`src/rtl/sata_oob_pkg.sv`:
```
// sata_oob_pkg: shared types and defaults for the SATA OOB link controller.
// Holds the FSM state encoding, the default timeout/sync constants and the
// state-to-output decode used by sata_oob_ctrl.
package sata_oob_pkg;

  // State encoding; the numeric values are also the exported state_code.
  typedef enum logic [3:0] {
    ST_IDLE         = 4'd0,
    ST_COMRESET     = 4'd1,
    ST_WAIT_COMINIT = 4'd2,
    ST_COMWAKE      = 4'd3,
    ST_WAIT_COMWAKE = 4'd4,
    ST_WAIT_OOBFIN  = 4'd5,
    ST_SEND_D102    = 4'd6,
    ST_SEND_ALIGN   = 4'd7,
    ST_LINKUP       = 4'd8
  } oob_state_t;

  // Default timing, in clk cycles at 150 MHz.
  localparam int unsigned DEF_ALIGN_TIMEOUT = 32'd132000;   // 880 us
  localparam int unsigned DEF_RETRY_TIMEOUT = 32'd1500000;  // 10 ms
  localparam int unsigned DEF_SYNC_COUNT    = 32'd3;

  // Transmit-side and status outputs, one bit per state at most.
  typedef struct packed {
    logic comreset;
    logic comwake;
    logic d102;
    logic align;
    logic linkup;
  } oob_tx_t;

  // Map a state to its output pattern; at most one bit is ever set.
  function automatic oob_tx_t decode_outputs(input oob_state_t st);
    oob_tx_t o;
    o = '{comreset: 1'b0, comwake: 1'b0, d102: 1'b0, align: 1'b0, linkup: 1'b0};
    case (st)
      ST_COMRESET:   o.comreset = 1'b1;
      ST_COMWAKE:    o.comwake  = 1'b1;
      ST_SEND_D102:  o.d102     = 1'b1;
      ST_SEND_ALIGN: o.align    = 1'b1;
      ST_LINKUP:     o.linkup   = 1'b1;
      default:       o.linkup   = 1'b0;
    endcase
    return o;
  endfunction

endpackage

```
`src/rtl/sata_oob_timer.sv`:
```
// sata_oob_timer: loadable saturating timeout counter.
// The count restarts at zero on clear and then advances once per cycle until
// it reaches limit-1, where it holds. expired is high while count == limit-1.
module sata_oob_timer #(
  parameter int unsigned WIDTH = 32'd21
) (
  input  logic             clk,
  input  logic             reset,
  input  logic             clear,
  input  logic [WIDTH-1:0] limit,
  output logic             expired
);

  logic [WIDTH-1:0] count_r;
  logic [WIDTH-1:0] last_s;

  // Terminal count; a zero limit behaves like a limit of one.
  always_comb begin
    last_s = {WIDTH{1'b0}};
    if (limit == {WIDTH{1'b0}}) begin
      last_s = {WIDTH{1'b0}};
    end else begin
      last_s = limit - WIDTH'(1);
    end
  end

  // Count register: clear on state entry, advance, saturate at terminal count.
  always_ff @(posedge clk or posedge reset) begin
    if (reset) begin
      count_r <= {WIDTH{1'b0}};
    end else if (clear) begin
      count_r <= {WIDTH{1'b0}};
    end else if (count_r < last_s) begin
      count_r <= count_r + WIDTH'(1);
    end else begin
      count_r <= last_s;
    end
  end

  assign expired = (count_r == last_s);

endmodule

```
`src/rtl/sata_oob_ctrl.sv`:
```
// sata_oob_ctrl: host-side SATA out-of-band (OOB) link bring-up controller.
// Sequences COMRESET / COMWAKE exchanges, D10.2 and ALIGN transmission, and
// declares link-up after SYNC_COUNT consecutive non-ALIGN primitives.
// All outputs are registered copies of the state decode, so every input event
// is visible on the outputs exactly one cycle later.
// Optional build macro SATA_OOB_CTRL_STATUS_EN adds the state_code and
// retry_cnt status outputs.
module sata_oob_ctrl #(
  parameter int unsigned ALIGN_TIMEOUT = sata_oob_pkg::DEF_ALIGN_TIMEOUT,
  parameter int unsigned RETRY_TIMEOUT = sata_oob_pkg::DEF_RETRY_TIMEOUT,
  parameter int unsigned SYNC_COUNT    = sata_oob_pkg::DEF_SYNC_COUNT
) (
  input  logic       clk,
  input  logic       reset,
  input  logic       cominit,
  input  logic       comwake,
  input  logic       oobfinish,
  output logic       tx_comreset,
  output logic       tx_comwake,
  input  logic       tx_oobdone,
  output logic       tx_d102,
  output logic       tx_align,
  input  logic       rx_align,
  input  logic       rx_sync,
  output logic       linkup
`ifdef SATA_OOB_CTRL_STATUS_EN
  ,
  output logic [3:0] state_code,
  output logic [7:0] retry_cnt
`endif
);

  import sata_oob_pkg::*;

  localparam int unsigned MAX_LIMIT = (ALIGN_TIMEOUT > RETRY_TIMEOUT) ? ALIGN_TIMEOUT : RETRY_TIMEOUT;
  localparam int unsigned TW        = $clog2(MAX_LIMIT + 32'd1);
  localparam int unsigned SCW       = $clog2(SYNC_COUNT + 32'd1);

  oob_state_t     state_r;
  oob_state_t     next_state_s;
  oob_tx_t        out_r;
  logic [TW-1:0]  limit_s;
  logic           timer_clear_s;
  logic           expired_s;
  logic [SCW-1:0] sync_cnt_r;
  logic           sync_good_s;
  logic           sync_done_s;

  // A usable primitive is a valid non-ALIGN one; the run completes on the
  // SYNC_COUNT-th consecutive such cycle.
  assign sync_good_s = rx_sync & ~rx_align;
  assign sync_done_s = sync_good_s && (sync_cnt_r == SCW'(SYNC_COUNT - 32'd1));

  // Select the timeout that applies to the current state; restart on entry.
  always_comb begin
    limit_s       = TW'(RETRY_TIMEOUT);
    timer_clear_s = (next_state_s != state_r);
    if ((state_r == ST_SEND_D102) || (state_r == ST_SEND_ALIGN)) begin
      limit_s = TW'(ALIGN_TIMEOUT);
    end else begin
      limit_s = TW'(RETRY_TIMEOUT);
    end
  end

  sata_oob_timer #(
    .WIDTH (TW)
  ) u_timer (
    .clk     (clk),
    .reset   (reset),
    .clear   (timer_clear_s),
    .limit   (limit_s),
    .expired (expired_s)
  );

  // Next-state logic; device events win over a coinciding timeout.
  always_comb begin
    next_state_s = state_r;
    case (state_r)
      ST_IDLE: begin
        next_state_s = ST_COMRESET;
      end
      ST_COMRESET: begin
        if (tx_oobdone) next_state_s = ST_WAIT_COMINIT;
        else            next_state_s = ST_COMRESET;
      end
      ST_WAIT_COMINIT: begin
        if (cominit)        next_state_s = ST_COMWAKE;
        else if (expired_s) next_state_s = ST_COMRESET;
        else                next_state_s = ST_WAIT_COMINIT;
      end
      ST_COMWAKE: begin
        if (tx_oobdone) next_state_s = ST_WAIT_COMWAKE;
        else            next_state_s = ST_COMWAKE;
      end
      ST_WAIT_COMWAKE: begin
        // A fresh COMINIT means the device restarted its sequence.
        if (cominit)        next_state_s = ST_COMWAKE;
        else if (comwake)   next_state_s = ST_WAIT_OOBFIN;
        else if (expired_s) next_state_s = ST_COMRESET;
        else                next_state_s = ST_WAIT_COMWAKE;
      end
      ST_WAIT_OOBFIN: begin
        if (oobfinish)      next_state_s = ST_SEND_D102;
        else if (expired_s) next_state_s = ST_COMRESET;
        else                next_state_s = ST_WAIT_OOBFIN;
      end
      ST_SEND_D102: begin
        if (rx_align)       next_state_s = ST_SEND_ALIGN;
        else if (expired_s) next_state_s = ST_COMRESET;
        else                next_state_s = ST_SEND_D102;
      end
      ST_SEND_ALIGN: begin
        if (sync_done_s)    next_state_s = ST_LINKUP;
        else if (expired_s) next_state_s = ST_COMRESET;
        else                next_state_s = ST_SEND_ALIGN;
      end
      ST_LINKUP: begin
        if (cominit) next_state_s = ST_COMRESET;
        else         next_state_s = ST_LINKUP;
      end
      default: begin
        next_state_s = ST_IDLE;
      end
    endcase
  end

  // State register.
  always_ff @(posedge clk or posedge reset) begin
    if (reset) begin
      state_r <= ST_IDLE;
    end else begin
      state_r <= next_state_s;
    end
  end

  // Consecutive-sync run counter; only counts while staying in SEND_ALIGN.
  always_ff @(posedge clk or posedge reset) begin
    if (reset) begin
      sync_cnt_r <= {SCW{1'b0}};
    end else if ((state_r == ST_SEND_ALIGN) && (next_state_s == ST_SEND_ALIGN) && sync_good_s) begin
      sync_cnt_r <= sync_cnt_r + SCW'(1);
    end else begin
      sync_cnt_r <= {SCW{1'b0}};
    end
  end

  // Output register: decode of the state being entered, so outputs track state_r.
  always_ff @(posedge clk or posedge reset) begin
    if (reset) begin
      out_r <= '{comreset: 1'b0, comwake: 1'b0, d102: 1'b0, align: 1'b0, linkup: 1'b0};
    end else begin
      out_r <= decode_outputs(next_state_s);
    end
  end

  assign tx_comreset = out_r.comreset;
  assign tx_comwake  = out_r.comwake;
  assign tx_d102     = out_r.d102;
  assign tx_align    = out_r.align;
  assign linkup      = out_r.linkup;

`ifdef SATA_OOB_CTRL_STATUS_EN
  logic       retry_evt_s;
  logic [7:0] retry_cnt_r;

  // A retry is any COMRESET re-entry from a waiting state, i.e. a timeout.
  always_comb begin
    retry_evt_s = 1'b0;
    if (next_state_s == ST_COMRESET) begin
      case (state_r)
        ST_WAIT_COMINIT, ST_WAIT_COMWAKE, ST_WAIT_OOBFIN,
        ST_SEND_D102, ST_SEND_ALIGN: retry_evt_s = 1'b1;
        default:                     retry_evt_s = 1'b0;
      endcase
    end else begin
      retry_evt_s = 1'b0;
    end
  end

  // Saturating retry counter, cleared only by reset.
  always_ff @(posedge clk or posedge reset) begin
    if (reset) begin
      retry_cnt_r <= 8'd0;
    end else if (retry_evt_s && (retry_cnt_r != 8'd255)) begin
      retry_cnt_r <= retry_cnt_r + 8'd1;
    end else begin
      retry_cnt_r <= retry_cnt_r;
    end
  end

  assign state_code = 4'(state_r);
  assign retry_cnt  = retry_cnt_r;
`endif

endmodule

```
`config.mk`:
```
export PLATFORM = sky130hd
export DESIGN_NAME = sata_oob_ctrl
export DESIGN_NICKNAME = d
export VERILOG_FILES = /design/src/rtl/sata_oob_pkg.sv /design/src/rtl/sata_oob_timer.sv /design/src/rtl/sata_oob_ctrl.sv
export SDC_FILE = /design/constraint.sdc
export NUM_CORES = 1
export LEC_CHECK = 0
export CAP_MARGIN = 10
export CORE_ASPECT_RATIO = 1.4
export CORE_MARGIN = 4
export CORE_UTILIZATION = 58
export CTS_CLUSTER_DIAMETER = 100
export DETAILED_ROUTE_END_ITERATION = 8
export PLACE_DENSITY = 0.78
export SYNTH_ARGS = -nofsm -noshare
export SYNTH_HDL_FRONTEND = slang
export SYNTH_HIERARCHICAL = 1
export SYNTH_SLANG_ARGS = --single-unit
```
`constraint.sdc`:
```
create_clock -name clk -period 5 [get_ports clk]
set_input_delay 1 -clock clk [delete_from_list [all_inputs] [get_ports clk]]
set_output_delay 1 -clock clk [all_outputs]
set_load 0.01 [all_outputs]
```
======== Yosys cells after proc, flatten, opt, wreduce, memory -nomap -nowiden ========
Index checks and enable logic that the tools add are counted.
operators by class
  equal/unequal tests ..................... 16
  reduce and logical (&&, ||, !) cells .... 6
  magnitude comparators ................... 1
  $add $sub $neg .......................... 3
  mux-type cells .......................... 25
  bitwise operators ....................... 2
operator list
  kind                     number
  $mux W21                 4
  $pmux W4 S9              1
  $mux W3                  9
  $eq A4 B3 Y1 const B     6
  $add A21 B1 Y21 const B  1
  $eq A21 B21 Y1           1
  $logic_not A21 Y1        1
  $lt A21 B21 Y1           1
  $sub A21 B1 Y21 const B  1
  $eq A4 B2 Y1 const B     3
  $eq A4 B1 Y1 const B     2
  $eq A4 B4 Y1 const B     2
  $mux W2                  4
  $mux W4                  2
  $mux W1                  5
  $logic_not A4 Y1         1
  $ne A4 B4 Y1             1
  $logic_and A1 B1 Y1      3
  $add A2 B1 Y2 const B    1
  $eq A2 B2 Y1 const B     1
  $and A1 B1 Y1            1
  $logic_or A1 B1 Y1       1
  $not A1 Y1               1
word-level totals
  input bits .............................. 8
  register bits ........................... 32

======== Logic depth before layout (Yosys ltp) ========
  depth after elaboration ................. 14
  depth in mapped cells ................... 21
  gate-level depth less buffers ........... 17

======== By module ========
Netlist, hierarchy kept.
modules (own cells, without submodules)
  module          area each (µm²)  cells each  instances  sequential area each (µm²)
  sata_oob_timer  2137.0           260         1          525.5
  sata_oob_ctrl   738.2            78          1          275.3

======== Worst setup path before layout ========
Ideal clock, no wire load.
  path type ............................... reg-to-reg
  start point ............................. register state_r[1]
  end point ............................... register u_timer.count_r[0]
  cell stages (with the launch flop) ...... 18
  setup slack ............................. 1.023 ns
  setup time .............................. 0.133 ns
  period minus slack after synthesis ...... 3.977 ns
  path buffers ............................ 3
  data arrival time ....................... 3.844 ns
  cells stage by stage .................... dfrtp_1 > buf_6 > and3b_1 > buf_2 > inv_1 > xnor2_1 > nand2_2 > ha_1 > nand4_1 > nor4_1 > nand3_1 > nor3_1 > or3b_1 > o221ai_1 > o21a_2 > o221ai_1 > clkbuf_1 > nor2_1
between the ends
  longest elaborated chain between the ends .. 12
RTL lines
  what                                                  RTL line                                    RTL
  start: declaration                                    sata_oob_ctrl.sv:39                         oob_state_t state_r;
  start signal: assignment                              sata_oob_ctrl.sv:132                        state_r <= next_state_s;
  $eq A4 B3 Y1                                          sata_oob_ctrl.sv:58                         if ((state_r == ST_SEND_D102) || (state_r == ST_SEND_ALIGN)) begin
  $logic_or A1 B1 Y1 (*)                                sata_oob_ctrl.sv:58
  $mux W21 (*)                                          sata_oob_ctrl.sv:58
  named net limit_s[7]                                  sata_oob_ctrl.sv:42                         logic [TW-1:0] limit_s;
  $sub A21 B1 Y21 or $logic_not A21 Y1 (tied branches)  sata_oob_timer.sv:23, sata_oob_timer.sv:20
  $mux W21 (*)                                          sata_oob_timer.sv:20                        if (limit == {WIDTH{1'b0}}) begin
  $eq A21 B21 Y1 (*)                                    sata_oob_timer.sv:40                        assign expired = (count_r == last_s);
  named net expired_s                                   sata_oob_ctrl.sv:44                         logic expired_s;
  $mux W3                                               sata_oob_ctrl.sv:99                         else if (expired_s) next_state_s = ST_COMRESET;
  $mux W3                                               sata_oob_ctrl.sv:98                         else if (comwake) next_state_s = ST_WAIT_OOBFIN;
  $mux W3                                               sata_oob_ctrl.sv:97                         if (cominit) next_state_s = ST_COMWAKE;
  $pmux W4 S9 (*)                                       sata_oob_ctrl.sv:78                         case (state_r)
  $ne A4 B4 Y1 (*)                                      sata_oob_ctrl.sv:57                         timer_clear_s = (next_state_s != state_r);
  named net timer_clear_s                               sata_oob_ctrl.sv:43                         logic timer_clear_s;
  $mux W21 (*)                                          sata_oob_timer.sv:31                        end else if (clear) begin
  end signal: assignment                                sata_oob_timer.sv:30                        count_r <= {WIDTH{1'b0}};
  end signal: assignment                                sata_oob_timer.sv:32                        count_r <= {WIDTH{1'b0}};
  end signal: assignment                                sata_oob_timer.sv:34                        count_r <= count_r + WIDTH'(1);
  end: declaration                                      sata_oob_timer.sv:14                        logic [WIDTH-1:0] count_r;
Mark *: on every way through the listed nets, which the timed path passes. The rest lies on a longest branch.

======== Worst setup path in the final report ========
  start point ............................. register state_r[2]
  end point ............................... register u_timer.count_r[16]
Same word-level chain as after synthesis.

==> summary by stage <==
Route
The first-pass iteration count of the detailed router is 4. Using the TritonRoute via totals, the vias-per-cell ratio works out to 5.406. The wire length per cell after detailed routing is 14.54 um. In this run the remaining antenna-violating nets after routing total 0. After detailed routing, the number of remaining DRC violations is 0. The first-iteration detailed-routing DRC count is 124. The detailed-route via count is 2,557. For this block, the routed nets add up to 6878 um of wire.

Clocking
TritonCTS built the clock tree. Hold repair after CTS inserted 0 buffers. Buffers inserted during clock tree synthesis total 5. Once the clock tree was built, the resizer swapped 0 gates to a different size. No sink is reached through more buffers than the 2 on the longest clock path.

The CTS H-tree depth is 2. Clock tree synthesis selected as its root buffer the cell sky130_fd_sc_hd__clkbuf_8. The clock drives 32 sinks. The insertion delay to the later sink of the worst-skew pair is 0.30 ns. In this run the post-CTS setup repair buffer count came out at 0.

The clock transition at the registers of the reported paths is 0.09 ns.

Layout
The layout has 406 filler cells. For this run, the post-layout net count is 441. In the final layout, the share of cells above drive strength 1 is 0.09291. The final design instance area without fill is 3339 sq um.

The synthesis-to-layout area growth is 16.14%. The final antenna diode count is 0. Across the whole layout, storage elements account for 800.8 sq um.

In the final layout, the multi-input gates occupy 2156 sq um.

Power and ir drop
In this run the power density over the cells is 328.7 nW/um^2. For this design the total switching power over the nets is 0.0004913 W. The share of total power dissipated in combinational logic is 0.507. The fraction of power spent switching nets is 0.4476. The clock share of power is 0.192.

The analysis attributes to cell leakage a power of 1.497 nW. The peak ir drop on the vdd network is 0.0004451 V. The relative contribution of sequential cells to total power is 0.301. Cell internal power was estimated by the tool at 0.0006064 W. The post-layout total power is 0.001098 W.

Yosys
After synthesis, the cell types taking the most area are sky130_fd_sc_hd__dfrtp_1 (28%), sky130_fd_sc_hd__ha_1 (11%), sky130_fd_sc_hd__xnor2_1 (7.0%). Synthesis handed over a netlist of 338 instances. The average instance in the mapped netlist occupies 8.507 sq um. The number of different library cells in the post-synthesis netlist is 55.

Of the synthesized area, sequential elements account for 0.2785. Of the post-synthesis cell area, the dominant cell type holds 0.2785. The most common cell in the synthesized netlist is sky130_fd_sc_hd__nor2_1. The commonest cells after synthesis are sky130_fd_sc_hd__nor2_1 (36), sky130_fd_sc_hd__dfrtp_1 (32), sky130_fd_sc_hd__nand2_1 (27). The leading area contributor after synthesis is sky130_fd_sc_hd__dfrtp_1. Among all flip-flop cells after synthesis, the most frequent one is sky130_fd_sc_hd__dfrtp_1.

The synthesized design contains 32 register bits. After synthesis, the share of flip-flops with an asynchronous set or reset is 1.000. During synthesis, Yosys emitted a total of 6 warnings.

Counting flops with a built-in enable in the synthesized netlist gives 0. After synthesis the cells add up to 2875 sq um.

STA
The worst-margin pin slew is 0.9260 ns. The number of hold violations in the final report is 0. Headroom to the max-slew limit came out at 0.3770.

In the final timing run, aggregate negative setup slack is 0 ns. The number of max-slew violations in the final report is 0. The fraction of the cycle the final worst path needs is 0.8861.

Setup repair after global routing left no endpoint under its margin. The final critical path time including I/O delays and setup is 4.430 ns. The clock skew is 0.01180 ns. The number of setup violations in the final report is 0. Static timing analysis puts the maximum clock frequency at 0.2257 GHz.

Worst hold path
The classification of the worst-slack hold path is reg -> reg. The worst hold path begins at sync_cnt_r[0].

Global routing
The total overflow left after global routing is 0. The first global-routing pass estimated 11,760 um of wire. Entering global routing, the biggest net connects 38 pins. The via count of the first global-routing pass is 2,564.

The number of antenna violations at the first check in global routing came to 0. The global-route total usage across every layer is 0.2498.

Worst setup path
The endpoint of the worst setup timing path is u_timer/count_r[16]. The worst setup slack for register-to-register paths is 0.57 ns. The critical path arrival is 4.59 ns. The worst register-to-register path begins at state_r[2].

STA classifies the critical path endpoint as a flop. In this run the critical register-to-register path is captured at u_timer/count_r[16]. STA puts the critical path data required time at 5.16 ns. The nature of the critical path startpoint is a flop. The critical path launch point is state_r[2]. The critical path class is reg -> reg. In this run the worst path has a maximum fanout of 21.

Measured in cells, the most critical reg-to-reg path has a length of 15.

Placed design
The global placement routability congestion is 0.8840. The quantity of I/O buffers inserted on ports is 12. The instance area at placement is 3247 sq um.

Detailed placement finished with a half-perimeter wire length of 5446 um.

Outcome
The flow ran to the end, and the final reports show no timing, DRC or antenna violations.

Flow run
The max-cap check violation count is 0.

Floorplan
The core region is 4842 sq um. The initial utilization of the core area, before any placement, comes to 0.5938. The initialized floorplan defines 30 standard-cell rows. Pin placement for this block handled 13 I/O pins. In this run the vertical extent of the chip is 91.31 um. The floorplan step defined a die boundary enclosing 6164 sq um. From left edge to right edge, the die measures 67.51 um.
[logic make-up (layout without fill, tap and decap cells)]
group,Yosys count,in the layout,synth area share
AO/OA/AOI/OAI,60,60,0.1549
XOR/XNOR,36,36,0.1097
adder cells (fa/ha/maj),25,25,0.1088
buffers and inverters,29,40,0.05004
flip-flops,32,32,0.2785
multiplexers,6,6,0.02219
other,2,62,0.002612
AND/OR/NAND/NOR,148,148,0.2733
[worst max-delay path, cell delays in order, from the launching register on]
cell	delay [ns]
sky130_fd_sc_hd__dfrtp_1	0.50
sky130_fd_sc_hd__and3b_1	0.31
sky130_fd_sc_hd__inv_1	0.27
sky130_fd_sc_hd__xor2_1	0.27
sky130_fd_sc_hd__nand2_2	0.11
sky130_fd_sc_hd__ha_1	0.31
sky130_fd_sc_hd__nand4_1	0.17
sky130_fd_sc_hd__nor4_1	0.37
sky130_fd_sc_hd__nand3_1	0.17
sky130_fd_sc_hd__nor3_1	0.61
sky130_fd_sc_hd__or3b_1	0.23
sky130_fd_sc_hd__o221ai_1	0.12
sky130_fd_sc_hd__o21a_2	0.26
sky130_fd_sc_hd__o221ai_1	0.20
sky130_fd_sc_hd__buf_4	0.31
sky130_fd_sc_hd__a211oi_1	0.08
[cell type report]
class / count / area share
Clock buffer: 5 / 0.02061
Clock inverter: 3 / 0.007119
Inverter: 16 / 0.01798
Multi-Input combinational cell: 337 / 0.6456
Sequential cell: 32 / 0.2398
Tap cell: 64 / 0.02398
Timing Repair Buffer: 16 / 0.04496
[placed cells by master, fill, tap and decap left out, types with 2 or more instances in the layout]
| master | count |
|---|---|
| sky130_fd_sc_hd__conb_1 | 62 |
| sky130_fd_sc_hd__or4_1 | 4 |
| sky130_fd_sc_hd__clkbuf_8 | 5 |
| sky130_fd_sc_hd__nor3_1 | 11 |
| sky130_fd_sc_hd__nand4b_1 | 2 |
| sky130_fd_sc_hd__ha_1 | 25 |
| sky130_fd_sc_hd__dfrtp_1 | 32 |
| sky130_fd_sc_hd__nand2_1 | 27 |
| sky130_fd_sc_hd__a21oi_1 | 14 |
| sky130_fd_sc_hd__clkinvlp_4 | 2 |
| sky130_fd_sc_hd__inv_1 | 15 |
| sky130_fd_sc_hd__nor3b_1 | 2 |
| sky130_fd_sc_hd__o21ai_0 | 9 |
| sky130_fd_sc_hd__xor2_1 | 13 |
| sky130_fd_sc_hd__nand2b_1 | 3 |
| sky130_fd_sc_hd__o211ai_1 | 3 |
| sky130_fd_sc_hd__xnor2_1 | 23 |
| sky130_fd_sc_hd__o221ai_1 | 3 |
| sky130_fd_sc_hd__buf_4 | 4 |
| sky130_fd_sc_hd__nand4_1 | 11 |
| sky130_fd_sc_hd__and3_1 | 5 |
| sky130_fd_sc_hd__mux2i_1 | 3 |
| sky130_fd_sc_hd__nor3b_2 | 2 |
| sky130_fd_sc_hd__nor4_1 | 7 |
| sky130_fd_sc_hd__nor2b_1 | 3 |
| sky130_fd_sc_hd__or2_2 | 2 |
| sky130_fd_sc_hd__a211oi_1 | 16 |
| sky130_fd_sc_hd__nand2_2 | 10 |
| sky130_fd_sc_hd__mux2_2 | 3 |
| sky130_fd_sc_hd__o211ai_2 | 2 |
| sky130_fd_sc_hd__nand3_1 | 14 |
| sky130_fd_sc_hd__nor2_1 | 36 |
| sky130_fd_sc_hd__a21o_1 | 2 |
| sky130_fd_sc_hd__clkdlybuf4s50_1 | 12 |
[worst min-delay path by stage]
stage / slack, ns / endpoint / depth (start not counted)
2_1_floorplan: 0.41 / sync_cnt_r[0] / 1
3_3_place_gp: 0.43 / sync_cnt_r[0] / 1
3_5_place_dp: 0.44 / sync_cnt_r[0] / 1
4_1_cts: 0.45 / sync_cnt_r[0] / 1
5_1_grt: 0.48 / sync_cnt_r[0] / 1
6_report: 0.44 / sync_cnt_r[0] / 1
[state kept, by name, summed over array words and instances (netlist names)]
signal           count
linkup               1
state_r              4
sync_cnt_r           2
tx_align             1
tx_comreset          1
tx_comwake           1
tx_d102              1
u_timer/count_r     21
[metal layers]
metal  up-vias  part of all wire  track usage
met2        64              0.55       0.4533
met5         -                 0            0
li1       1297                 -            -
met1      1171              0.38       0.2676
met4         0             0.045       0.1252
met3        25             0.032      0.03465
[power groups by stage]
stage               combinational (W)  sequential (W)  clock, W
finish                       0.000557        0.000330  0.000211
CTS                          0.000556        0.000329  0.000219
detailed placement           0.000553        0.000335         0
floorplan                    0.000434        0.000316         0
global placement             0.000543        0.000334         0
global route                 0.000625        0.000335  0.000225
[metrics by stage]
| stage | utilization | worst slack (ns) | hold slack (ns) | instances |
|---|---|---|---|---|
| floorplan | - | 1.023 | 0.4107 | 398 |
| CTS | 0.6897 | 0.6084 | 0.4488 | 473 |
| global placement | 0.6705 | 0.7637 | 0.4301 | 465 |
| finish | 0.6897 | 0.5696 | 0.4445 | 473 |
| detailed placement | 0.6705 | 0.6322 | 0.4386 | 465 |
| global route | 0.6897 | 0.2052 | 0.4759 | 473 |
No activity file was read; power rests on OpenSTA's default activity.
